==> config.mk <==
export PLATFORM = sky130hd
export DESIGN_NAME = assertion_ctrl_gen_flat
export DESIGN_NICKNAME = d
export VERILOG_FILES = /design/src/rtl/assertion_ctrl_pkg.sv /design/src/rtl/assertion_ctrl_gen_if.sv /design/src/rtl/assertion_ctrl_fifo.sv /design/src/rtl/assertion_ctrl_gen.sv /design/src/flat_wrapper.sv
export SDC_FILE = /design/constraint.sdc
export NUM_CORES = 1
export LEC_CHECK = 0
export ABC_AREA = 1
export BUFFER_PORTS_ARGS = -buffer_cell sky130_fd_sc_hd__clkbuf_2
export CAP_MARGIN = 30
export CORE_MARGIN = 10
export CORE_UTILIZATION = 56
export CTS_BUF_LIST = sky130_fd_sc_hd__clkbuf_8 sky130_fd_sc_hd__clkbuf_16
export CTS_CLUSTER_SIZE = 8
export DETAILED_ROUTE_END_ITERATION = 8
export PLACE_DENSITY_LB_ADDON = 0.3
export SLEW_MARGIN = 20
export SYNTH_ARGS = -nofsm -noshare
export SYNTH_HDL_FRONTEND = slang
export SYNTH_SLANG_ARGS = --single-unit
==> constraint.sdc <==
create_clock -name fclk -period 2.2 [get_ports fclk]
set_input_delay 0.22 -clock fclk [delete_from_list [all_inputs] [get_ports fclk]]
set_output_delay 0.22 -clock fclk [all_outputs]
set_load 0.05 [all_outputs]
==> src/rtl/assertion_ctrl_pkg.sv <==
// rtl/assertion_ctrl_pkg.sv - shared op codes, FSM states and defaults for assertion_ctrl_gen
package assertion_ctrl_pkg;

    localparam logic [1:0] OP_NOP  = 2'd0;
    localparam logic [1:0] OP_ON   = 2'd1;
    localparam logic [1:0] OP_OFF  = 2'd2;
    localparam logic [1:0] OP_RSVD = 2'd3;

    typedef enum logic [1:0] {
        ST_IDLE  = 2'd0,
        ST_DRIVE = 2'd1,
        ST_CLEAR = 2'd2,
        ST_ACK   = 2'd3
    } state_e;

    localparam int DEF_DEPTH          = 4;
    localparam int DEF_TIMEOUT_CYCLES = 1024;

endpackage

==> src/rtl/assertion_ctrl_gen_if.sv <==
// rtl/assertion_ctrl_gen_if.sv - command/completion interface of assertion_ctrl_gen
interface assertion_ctrl_gen_if;

    logic       cmd_valid;
    logic [1:0] cmd_op;
    logic       cmd_ready;
    logic       done_valid;
    logic [1:0] done_op;
    logic       done_err;

    modport master (
        output cmd_valid, cmd_op,
        input  cmd_ready, done_valid, done_op, done_err
    );

    modport slave (
        input  cmd_valid, cmd_op,
        output cmd_ready, done_valid, done_op, done_err
    );

endinterface

==> src/rtl/assertion_ctrl_fifo.sv <==
// rtl/assertion_ctrl_fifo.sv - synchronous command FIFO with registered full/empty flags
import assertion_ctrl_pkg::*;

module assertion_ctrl_fifo #(
    parameter int DEPTH = DEF_DEPTH,
    parameter int WIDTH = 2
) (
    input  logic             fclk,
    input  logic             rst,
    input  logic             push,
    input  logic [WIDTH-1:0] push_data,
    input  logic             pop,
    output logic [WIDTH-1:0] head_data,
    output logic             full,
    output logic             empty,
    output logic             empty_nxt
);

    localparam int AW = $clog2(DEPTH);

    logic [AW:0]      wr_ptr_q, wr_ptr_d, rd_ptr_q, rd_ptr_d;
    logic             full_q, full_d, empty_q, empty_d;
    logic [WIDTH-1:0] mem_q [DEPTH];

    // Extra pointer MSB distinguishes full from empty when the indices match.
    always_comb begin
        wr_ptr_d = wr_ptr_q + {{AW{1'b0}}, push};
        rd_ptr_d = rd_ptr_q + {{AW{1'b0}}, pop};
        empty_d  = (wr_ptr_d == rd_ptr_d);
        full_d   = (wr_ptr_d[AW] != rd_ptr_d[AW]) &&
                   (wr_ptr_d[AW-1:0] == rd_ptr_d[AW-1:0]);
    end

    always_ff @(posedge fclk) begin
        if (rst) begin
            wr_ptr_q <= '0;
            rd_ptr_q <= '0;
            full_q   <= 1'b0;
            empty_q  <= 1'b1;
        end else begin
            wr_ptr_q <= wr_ptr_d;
            rd_ptr_q <= rd_ptr_d;
            full_q   <= full_d;
            empty_q  <= empty_d;
        end
    end

    always_ff @(posedge fclk) begin
        if (push) begin
            mem_q[wr_ptr_q[AW-1:0]] <= push_data;
        end
    end

    assign head_data = mem_q[rd_ptr_q[AW-1:0]];
    assign full      = full_q;
    assign empty     = empty_q;
    assign empty_nxt = empty_d;

endmodule

==> src/rtl/assertion_ctrl_gen.sv <==
// rtl/assertion_ctrl_gen.sv - queued $asserton/$assertoff level generator; ASSERT_CTRL_TIMEOUT_EN adds an event_on wait timeout
import assertion_ctrl_pkg::*;

module assertion_ctrl_gen #(
    parameter int DEPTH          = DEF_DEPTH,
    parameter int TIMEOUT_CYCLES = DEF_TIMEOUT_CYCLES
) (
    input  logic                fclk,
    input  logic                rst,
    input  logic                event_on,
    assertion_ctrl_gen_if.slave cmd_if,
    output logic                assertion_global_on_s,
    output logic                assertion_global_off_s,
    output logic                assert_enabled,
    output logic                busy
);

    localparam logic [1:0] S_IDLE  = ST_IDLE;
    localparam logic [1:0] S_DRIVE = ST_DRIVE;
    localparam logic [1:0] S_CLEAR = ST_CLEAR;
    localparam logic [1:0] S_ACK   = ST_ACK;

    if (TIMEOUT_CYCLES < 2) begin : g_bad_timeout
        $error("assertion_ctrl_gen: TIMEOUT_CYCLES must be >= 2");
    end

    logic [1:0] state_q, state_d;
    logic       on_q, on_d, off_q, off_d;
    logic [1:0] op_q, op_d;
    logic       err_q, err_d;
    logic       done_valid_q, done_valid_d;
    logic [1:0] done_op_q, done_op_d;
    logic       done_err_q, done_err_d;
    logic       en_q, en_d;
    logic       busy_q, busy_d;

    logic       fifo_push, fifo_pop, fifo_full, fifo_empty, fifo_empty_nxt;
    logic [1:0] fifo_head;

`ifdef ASSERT_CTRL_TIMEOUT_EN
    localparam int TW = $clog2(TIMEOUT_CYCLES);
    localparam logic [TW-1:0] TIMER_MAX = TW'(TIMEOUT_CYCLES - 1);
    logic [TW-1:0] timer_q, timer_d;
`endif

    // cmd_ready comes from the registered full flag, so a same-cycle pop never frees a slot early.
    assign fifo_push = cmd_if.cmd_valid & ~fifo_full;

    assertion_ctrl_fifo #(.DEPTH(DEPTH), .WIDTH(2)) u_fifo (
        .fclk      (fclk),
        .rst       (rst),
        .push      (fifo_push),
        .push_data (cmd_if.cmd_op),
        .pop       (fifo_pop),
        .head_data (fifo_head),
        .full      (fifo_full),
        .empty     (fifo_empty),
        .empty_nxt (fifo_empty_nxt)
    );

    always_comb begin
        state_d      = state_q;
        on_d         = on_q;
        off_d        = off_q;
        op_d         = op_q;
        err_d        = err_q;
        done_valid_d = 1'b0;
        done_op_d    = done_op_q;
        done_err_d   = done_err_q;
        en_d         = en_q;
        fifo_pop     = 1'b0;
`ifdef ASSERT_CTRL_TIMEOUT_EN
        timer_d      = timer_q;
`endif
        case (state_q)
            S_IDLE: begin
`ifdef ASSERT_CTRL_TIMEOUT_EN
                timer_d = '0;
`endif
                if (!fifo_empty) begin
                    fifo_pop = 1'b1;
                    op_d     = fifo_head;
                    err_d    = (fifo_head == OP_RSVD);
                    if (fifo_head == OP_ON) begin
                        on_d    = 1'b1;
                        state_d = S_DRIVE;
                    end else if (fifo_head == OP_OFF) begin
                        off_d   = 1'b1;
                        state_d = S_DRIVE;
                    end else begin
                        state_d = S_ACK;
                    end
                end
            end
            S_DRIVE: begin
                if (event_on) begin
                    on_d    = 1'b0;
                    off_d   = 1'b0;
                    state_d = S_CLEAR;
`ifdef ASSERT_CTRL_TIMEOUT_EN
                    timer_d = '0;
                end else if (timer_q == TIMER_MAX) begin
                    on_d    = 1'b0;
                    off_d   = 1'b0;
                    err_d   = 1'b1;
                    state_d = S_ACK;
                end else begin
                    timer_d = timer_q + 1'b1;
`endif
                end
            end
            S_CLEAR: begin
                if (event_on) begin
                    state_d = S_ACK;
`ifdef ASSERT_CTRL_TIMEOUT_EN
                end else if (timer_q == TIMER_MAX) begin
                    err_d   = 1'b1;
                    state_d = S_ACK;
                end else begin
                    timer_d = timer_q + 1'b1;
`endif
                end
            end
            default: begin
                done_valid_d = 1'b1;
                done_op_d    = op_q;
                done_err_d   = err_q;
                if (!err_q && op_q == OP_ON)  en_d = 1'b1;
                if (!err_q && op_q == OP_OFF) en_d = 1'b0;
                state_d = S_IDLE;
            end
        endcase
        busy_d = (state_d != S_IDLE) | ~fifo_empty_nxt;
    end

    always_ff @(posedge fclk) begin
        if (rst) begin
            state_q      <= S_IDLE;
            on_q         <= 1'b0;
            off_q        <= 1'b0;
            op_q         <= OP_NOP;
            err_q        <= 1'b0;
            done_valid_q <= 1'b0;
            done_op_q    <= OP_NOP;
            done_err_q   <= 1'b0;
            en_q         <= 1'b1;
            busy_q       <= 1'b0;
`ifdef ASSERT_CTRL_TIMEOUT_EN
            timer_q      <= '0;
`endif
        end else begin
            state_q      <= state_d;
            on_q         <= on_d;
            off_q        <= off_d;
            op_q         <= op_d;
            err_q        <= err_d;
            done_valid_q <= done_valid_d;
            done_op_q    <= done_op_d;
            done_err_q   <= done_err_d;
            en_q         <= en_d;
            busy_q       <= busy_d;
`ifdef ASSERT_CTRL_TIMEOUT_EN
            timer_q      <= timer_d;
`endif
        end
    end

    assign cmd_if.cmd_ready     = ~fifo_full;
    assign cmd_if.done_valid    = done_valid_q;
    assign cmd_if.done_op       = done_op_q;
    assign cmd_if.done_err      = done_err_q;
    assign assertion_global_on_s  = on_q;
    assign assertion_global_off_s = off_q;
    assign assert_enabled         = en_q;
    assign busy                   = busy_q;

endmodule
==> src/flat_wrapper.sv <==
// flat-port wrapper written by rule: the top's interface ports become plain ports
module assertion_ctrl_gen_flat 
#(
    parameter int DEPTH          = DEF_DEPTH,
    parameter int TIMEOUT_CYCLES = DEF_TIMEOUT_CYCLES
)
  (fclk, rst, event_on, assertion_global_on_s, assertion_global_off_s, assert_enabled, busy, cmd_if_cmd_valid, cmd_if_cmd_op, cmd_if_cmd_ready, cmd_if_done_valid, cmd_if_done_op, cmd_if_done_err);
  assertion_ctrl_gen_if cmd_if_i ();
  input  logic fclk;
  input  logic rst;
  input  logic event_on;
  output logic assertion_global_on_s;
  output logic assertion_global_off_s;
  output logic assert_enabled;
  output logic busy;
  input wire logic [$bits(cmd_if_i.cmd_valid)-1:0] cmd_if_cmd_valid;
  input wire logic [$bits(cmd_if_i.cmd_op)-1:0] cmd_if_cmd_op;
  output wire logic [$bits(cmd_if_i.cmd_ready)-1:0] cmd_if_cmd_ready;
  output wire logic [$bits(cmd_if_i.done_valid)-1:0] cmd_if_done_valid;
  output wire logic [$bits(cmd_if_i.done_op)-1:0] cmd_if_done_op;
  output wire logic [$bits(cmd_if_i.done_err)-1:0] cmd_if_done_err;
  assign cmd_if_i.cmd_valid = cmd_if_cmd_valid;
  assign cmd_if_i.cmd_op = cmd_if_cmd_op;
  assign cmd_if_cmd_ready = cmd_if_i.cmd_ready;
  assign cmd_if_done_valid = cmd_if_i.done_valid;
  assign cmd_if_done_op = cmd_if_i.done_op;
  assign cmd_if_done_err = cmd_if_i.done_err;
  assertion_ctrl_gen #(.DEPTH(DEPTH), .TIMEOUT_CYCLES(TIMEOUT_CYCLES)) u_core (.fclk(fclk), .rst(rst), .event_on(event_on), .cmd_if(cmd_if_i), .assertion_global_on_s(assertion_global_on_s), .assertion_global_off_s(assertion_global_off_s), .assert_enabled(assert_enabled), .busy(busy));
endmodule
* After elaboration in Yosys (flattened, before gate mapping)
Memory sizes are Yosys's and may differ from the RTL's. A register that Yosys moved wholly into a read port is not among the register bits.
Cells that the tools add are included.
** Storage, ports and cells
- Output and inout bits :: 9
- Memory bits (writable) :: 8
- Memories kept :: 1
- Input bits :: 6
- Bits in registers :: 21
** Memories
- u_core.u_fifo.mem_q :: depth 4, width 2, rd ports 1, clocked after Yosys merged registers in 1, write ports 1, RTL line assertion_ctrl_fifo.sv:23 : logic [WIDTH-1:0] mem_q [DEPTH];
** Operators by class
- Add/sub/neg operators :: 2
- Bitwise operators :: 6
- Equality and inequality tests :: 15
- Reduce and logical (&&, ||, !) cells :: 13
- Muxes and demuxes :: 22
** Operators with widths (count)
- $mux W1 :: 13
- $mux W2 :: 6
- $eq A2 B2 Y1 const B :: 4
- $add A3 B1 Y3 :: 2
- $eq A2 B1 Y1 const B :: 3
- $ne A2 B2 Y1 const B :: 3
- $pmux W2 S3 :: 1
- $reduce_bool A2 Y1 :: 3
- $reduce_and A5 Y1 :: 1
- $ne A2 B1 Y1 const B :: 2
- $not A1 Y1 :: 4
- $pmux W1 S2 :: 2
- $reduce_and A2 Y1 :: 2
- $reduce_and A4 Y1 :: 1
- $eq A3 B3 Y1 :: 1
- $logic_and A1 B1 Y1 :: 3
- $reduce_or A3 Y1 :: 1
- $eq A2 B2 Y1 :: 1
- $logic_not A2 Y1 :: 1
- $and A1 B1 Y1 :: 1
- $logic_not A1 Y1 :: 1
- $ne A1 B1 Y1 :: 1
- $or A1 B1 Y1 :: 1

* Logic depth before layout (Yosys ltp)
- Word-level depth :: 7
- Gate-level depth with buffers :: 12
- Mapped depth without buffers :: 12

* Cells and area by module
A second synthesis with hierarchy kept.
** Second synthesis, totals
- Cell total of the unflattened synthesis :: 162
- Area, all modules :: 1298.7 um^2
** By module, submodules not included
- assertion_ctrl_fifo :: instances 1, cells each 83, sequential area each 400.4 um^2, area an instance 708.2 um^2
- assertion_ctrl_gen :: instances 1, cells each 79, sequential area each 260.2 um^2, area an instance 590.6 um^2

* Least setup slack after synthesis
OpenSTA, ideal clock, no wires.
- Path type :: reg2reg
- Start point :: register u_core.u_fifo.full_q, in the netlist u_core.u_fifo.full
- End point :: register u_core.busy_q, in the netlist u_core.busy
- Clock period less this slack :: 1.721 ns
- Setup slack :: 0.479 ns
- Setup time :: 0.113 ns
- Arrival :: 1.608 ns
- Stages on the path, launching flop included :: 12
- Cell sequence :: dfxtp_1 inv_1 nand2_1 inv_1 ha_1 ha_1 nand2_1 nand2_1 nor2_1 nand3_1 nand2_1 nand2_1
** Between the ends
- Word-level cells in the longest chain between the ends :: 6
** RTL lines
- from (decl) :: RTL line assertion_ctrl_fifo.sv:22 : logic full_q, full_d, empty_q, empty_d;
- from (signal assigned) :: RTL line assertion_ctrl_fifo.sv:43 : full_q <= full_d;
- $not A1 Y1
- named net cmd_if_cmd_ready :: RTL line flat_wrapper.sv:18 : output wire logic [$bits(cmd_if_i.cmd_ready)-1:0] cmd_if_cmd_ready;
- $and A1 B1 Y1 :: RTL line assertion_ctrl_gen.sv:47 : assign fifo_push = cmd_if.cmd_valid & ~fifo_full;
- $add A3 B1 Y3 :: RTL line assertion_ctrl_fifo.sv:27 : wr_ptr_d = wr_ptr_q + {{AW{1'b0}}, push};
- named net u_core.u_fifo.wr_ptr_d[1] :: RTL line assertion_ctrl_fifo.sv:21 : logic [AW:0] wr_ptr_q, wr_ptr_d, rd_ptr_q, rd_ptr_d;
- $eq A3 B3 Y1 :: RTL line assertion_ctrl_fifo.sv:29 : empty_d = (wr_ptr_d == rd_ptr_d);
- $not A1 Y1 :: RTL line assertion_ctrl_gen.sv:133 : busy_d = (state_d != S_IDLE) | ~fifo_empty_nxt;
- $or A1 B1 Y1 :: RTL line assertion_ctrl_gen.sv:133
- to (signal assigned) :: RTL line assertion_ctrl_gen.sv:161 : busy_q <= busy_d;
- to (decl) :: RTL line assertion_ctrl_gen.sv:35 : logic busy_q, busy_d;
The timed path passes the listed nets, and every way through them passes these cells.
A chain may end at the register's enable or synchronous reset.

* Final worst setup path
- Start point :: register u_core.state_q[0]
- End point :: register u_core.busy_q, in the netlist u_core.busy
** Between the ends
- Word-level cells in the longest chain between the ends :: 6
- Elaborated cells between the ends (all ways) :: 13
- Classes of those cells :: add/sub: 1; eq/ne: 3; mux: 5; bitwise: 2; reduce/logical: 2
** RTL lines
- from (decl) :: RTL line assertion_ctrl_gen.sv:27 : logic [1:0] state_q, state_d;
- from (signal assigned) :: RTL line assertion_ctrl_gen.sv:152 : state_q <= state_d;
- $logic_not A2 Y1 :: RTL line assertion_ctrl_gen.sv:75 : case (state_q)
- $mux W1 :: RTL line assertion_ctrl_gen.sv:75
- $add A3 B1 Y3 :: RTL line assertion_ctrl_fifo.sv:28 : rd_ptr_d = rd_ptr_q + {{AW{1'b0}}, pop};
- named net u_core.u_fifo.rd_ptr_d[1] :: RTL line assertion_ctrl_fifo.sv:21
- $eq A3 B3 Y1 :: RTL line assertion_ctrl_fifo.sv:29
- $not A1 Y1 :: RTL line assertion_ctrl_gen.sv:133
- $or A1 B1 Y1 :: RTL line assertion_ctrl_gen.sv:133
The timed path passes the listed nets, and every way through them passes these cells.

==> key figures <==
Outcome
  • Outcome: finished clean

Power
  • PD cells: 1210 nW/um2
  • Power Total: 1.75 mW
  • Worst vdd ir: 0.734 mV
  • Leak: 0.740 nW

Placed design
  • Post-DP Area: 1370 um2
  • Port Buf Inserts: 14
  • Post-DP HPWL: 1.83 mm
  • Post-placement setup slack: 478 ps
  • Placed Instances: 197
  • GPL Wtd Cong: 0.847

Die
  • # rows: 17
  • Core Area: 2190 um2
  • Initial Util: 0.581
  • Die W: 67.7 um
  • Top Ports: 15
  • Die area: 4580 um2
  • DIE HEIGHT: 67.7 um

Drt
  • Avg WL per Cell: 11.6 um
  • DRT antenna net count: 0
  • Initial DRC Count: 55
  • Routed vias/inst: 5.07
  • Via count: 1040
  • DR DRC count: 0
  • DRT Pass-1 Iters: 4
  • Final wirelength: 2.38 mm

Clock tree
  • Clk_lat worst skew: 280 ps
  • Root buf cell: clkbuf_8
  • Hold_buf cts: 0
  • Clock slew at reported path FFs: 60 ps
  • CTS resizes: 0
  • CTS Buf Count: 5
  • Postcts setup bufs: 0
  • CTS Sinks: 29
  • H-tree depth: 2
  • CTS Buffer Depth: 2
  • TritonCTS clock tree: done

Final layout
  • Final core occ: 0.661
  • Filler cell count: 186
  • Most common cell after layout, fill and taps aside: nand2_1
  • Design Area, Final: 1450 um2
  • NumNets Final: 189
  • Final std cells w/o fill: 205
  • Area taken by flip-flops and latches: 661 um2
  • Multi-input gate area: 499 um2
  • Antenna Diode Count: 0
  • Layout cells sized above 1: 0.153
  • Most frequent cells in the layout: 47 x nand2_1, 27 x inv_1, 21 x dfxtp_1
  • Area grow syn2layout: 13.9%

Timing
  • Highest Clock Rate: 569 MHz
  • RSZ-0062 raised after global routing: false
  • Slew Limit Fails: 0
  • Final Cycle Share: 0.799
  • Worst Skew: 5.02 ps
  • Setup violations, final: 0
  • Setup_tns: 0 ps
  • Min Hold Slack: 171 ps
  • Final min period: 1760 ps
  • Max_slew headroom: 0.742
  • Slew @ Worst Pin: 384 ps
  • Setup WS post-layout: 443 ps
  • Final Hold Viols: 0

Global routing
  • Number of global-route vias before repair: 1038
  • Total track usage: 0.120
  • GRT overflow: 0
  • Initial antenna violation count: 0
  • Pin count of the biggest net entering global routing: 11
  • First-pass GRT wire length: 4.20 mm

Setup path
  • Critical path peak fanout: 6
  • Worst EP required: 2370 ps
  • Crit path DAT: 1930 ps
  • Crit end category: flop
  • Crit start category: flop
  • Worst Setup Path Type: flop to flop

Logic synthesis
  • Syn. warnings: 0
  • Syn Area/Cell: 8.16 um2
  • Post-synthesis sequential area ratio: 0.519
  • Mapped cell area: 1270 um2
  • Synth unique cells: 20
  • Number of synthesized register bits: 29
  • Post-synthesis cell count: 156
  • Syn Nets: 169

Worst hold path
  • Class of the worst hold path: input pin to flop

Run
  • Maxcap violations: 0
## power breakdown
part,switching [mW],internal [mW]
registers,0.0804,0.652
logic,0.417,0.198
clock network,0.192,0.214
total,0.689,1.06
## state kept, by name, indices dropped and copies added, names as in the netlist
| name | cells |
|---|---|
| u_core.assert_enabled | 1 |
| u_core.assertion_global_off_s | 1 |
| u_core.assertion_global_on_s | 1 |
| u_core.busy | 1 |
| u_core.cmd_if.done_err | 1 |
| u_core.cmd_if.done_op | 2 |
| u_core.cmd_if.done_valid | 1 |
| u_core.err_q | 1 |
| u_core.op_q | 2 |
| u_core.state_q | 2 |
| u_core.u_fifo.empty | 1 |
| u_core.u_fifo.full | 1 |
| u_core.u_fifo.mem_q | 8 |
| u_core.u_fifo.rd_ptr_q | 3 |
| u_core.u_fifo.wr_ptr_q | 3 |
## path summary, 6_finish.rpt
check | cells after the start | from | slack [ps] | endpoint
max | 12 | u_core.state_q[0] | 440 | u_core.busy
min | 1 | cmd_if_cmd_op[0] | 170 | u_core.u_fifo.mem_q[2][0]
max reg2reg | 12 | u_core.state_q[0] | 440 | u_core.busy
min reg2reg | 2 | u_core.assertion_global_on_s | 450 | u_core.assertion_global_on_s
## routing by layer
layer | GRT usage | vias up | routed length [um]
li1 | - | 528 | -
met1 | 0.125 | 466 | 993
met2 | 0.202 | 41 | 1140
met3 | 0.0579 | 5 | 222
met4 | 0.0538 | 0 | 25
met5 | 0 | - | 0
## layout make-up
cell class	count	area share
clock buffer	5	0.0475
tap	28	0.0242
sequential	29	0.456
multi-input combinational	99	0.345
timing repair buffer	14	0.0484
inverter	27	0.0699
clock inverter	3	0.00950
## critical path: stages, from the launching register on
cell     delay, ps
dfxtp_1        420
nor2_2          80
nand2_1        110
inv_2           80
ha_1           180
ha_1           280
inv_1           50
nand2_1         50
nand2_1         50
nor2_1         120
nand3_1         90
nand2_1         80
nand2_1         50
## Yosys cell counts (all sizes together)
cell type	n	share of area
nand2	48	0.14
o21ai	5	0.023
a22o	2	0.014
a21oi	4	0.016
nor2	15	0.048
dfxtp	21	0.33
or2	1	0.0069
nand3	11	0.043
ha	7	0.069
edfxtp	8	0.19
nor3	4	0.016
inv	27	0.080
o211a	1	0.0079
buf	1	0.0088
nand3b	1	0.0059
## kinds of logic after synthesis
logic type                 after synthesis  share of synthesized area
and+or+nand+nor                         80                      0.264
DFF                                     29                      0.519
buffers and inverters                   28                     0.0885
AOI/OAI and AO/OA                       12                     0.0600
adders and majority gates                7                     0.0688
No activity file was read; power rests on OpenSTA's default activity.
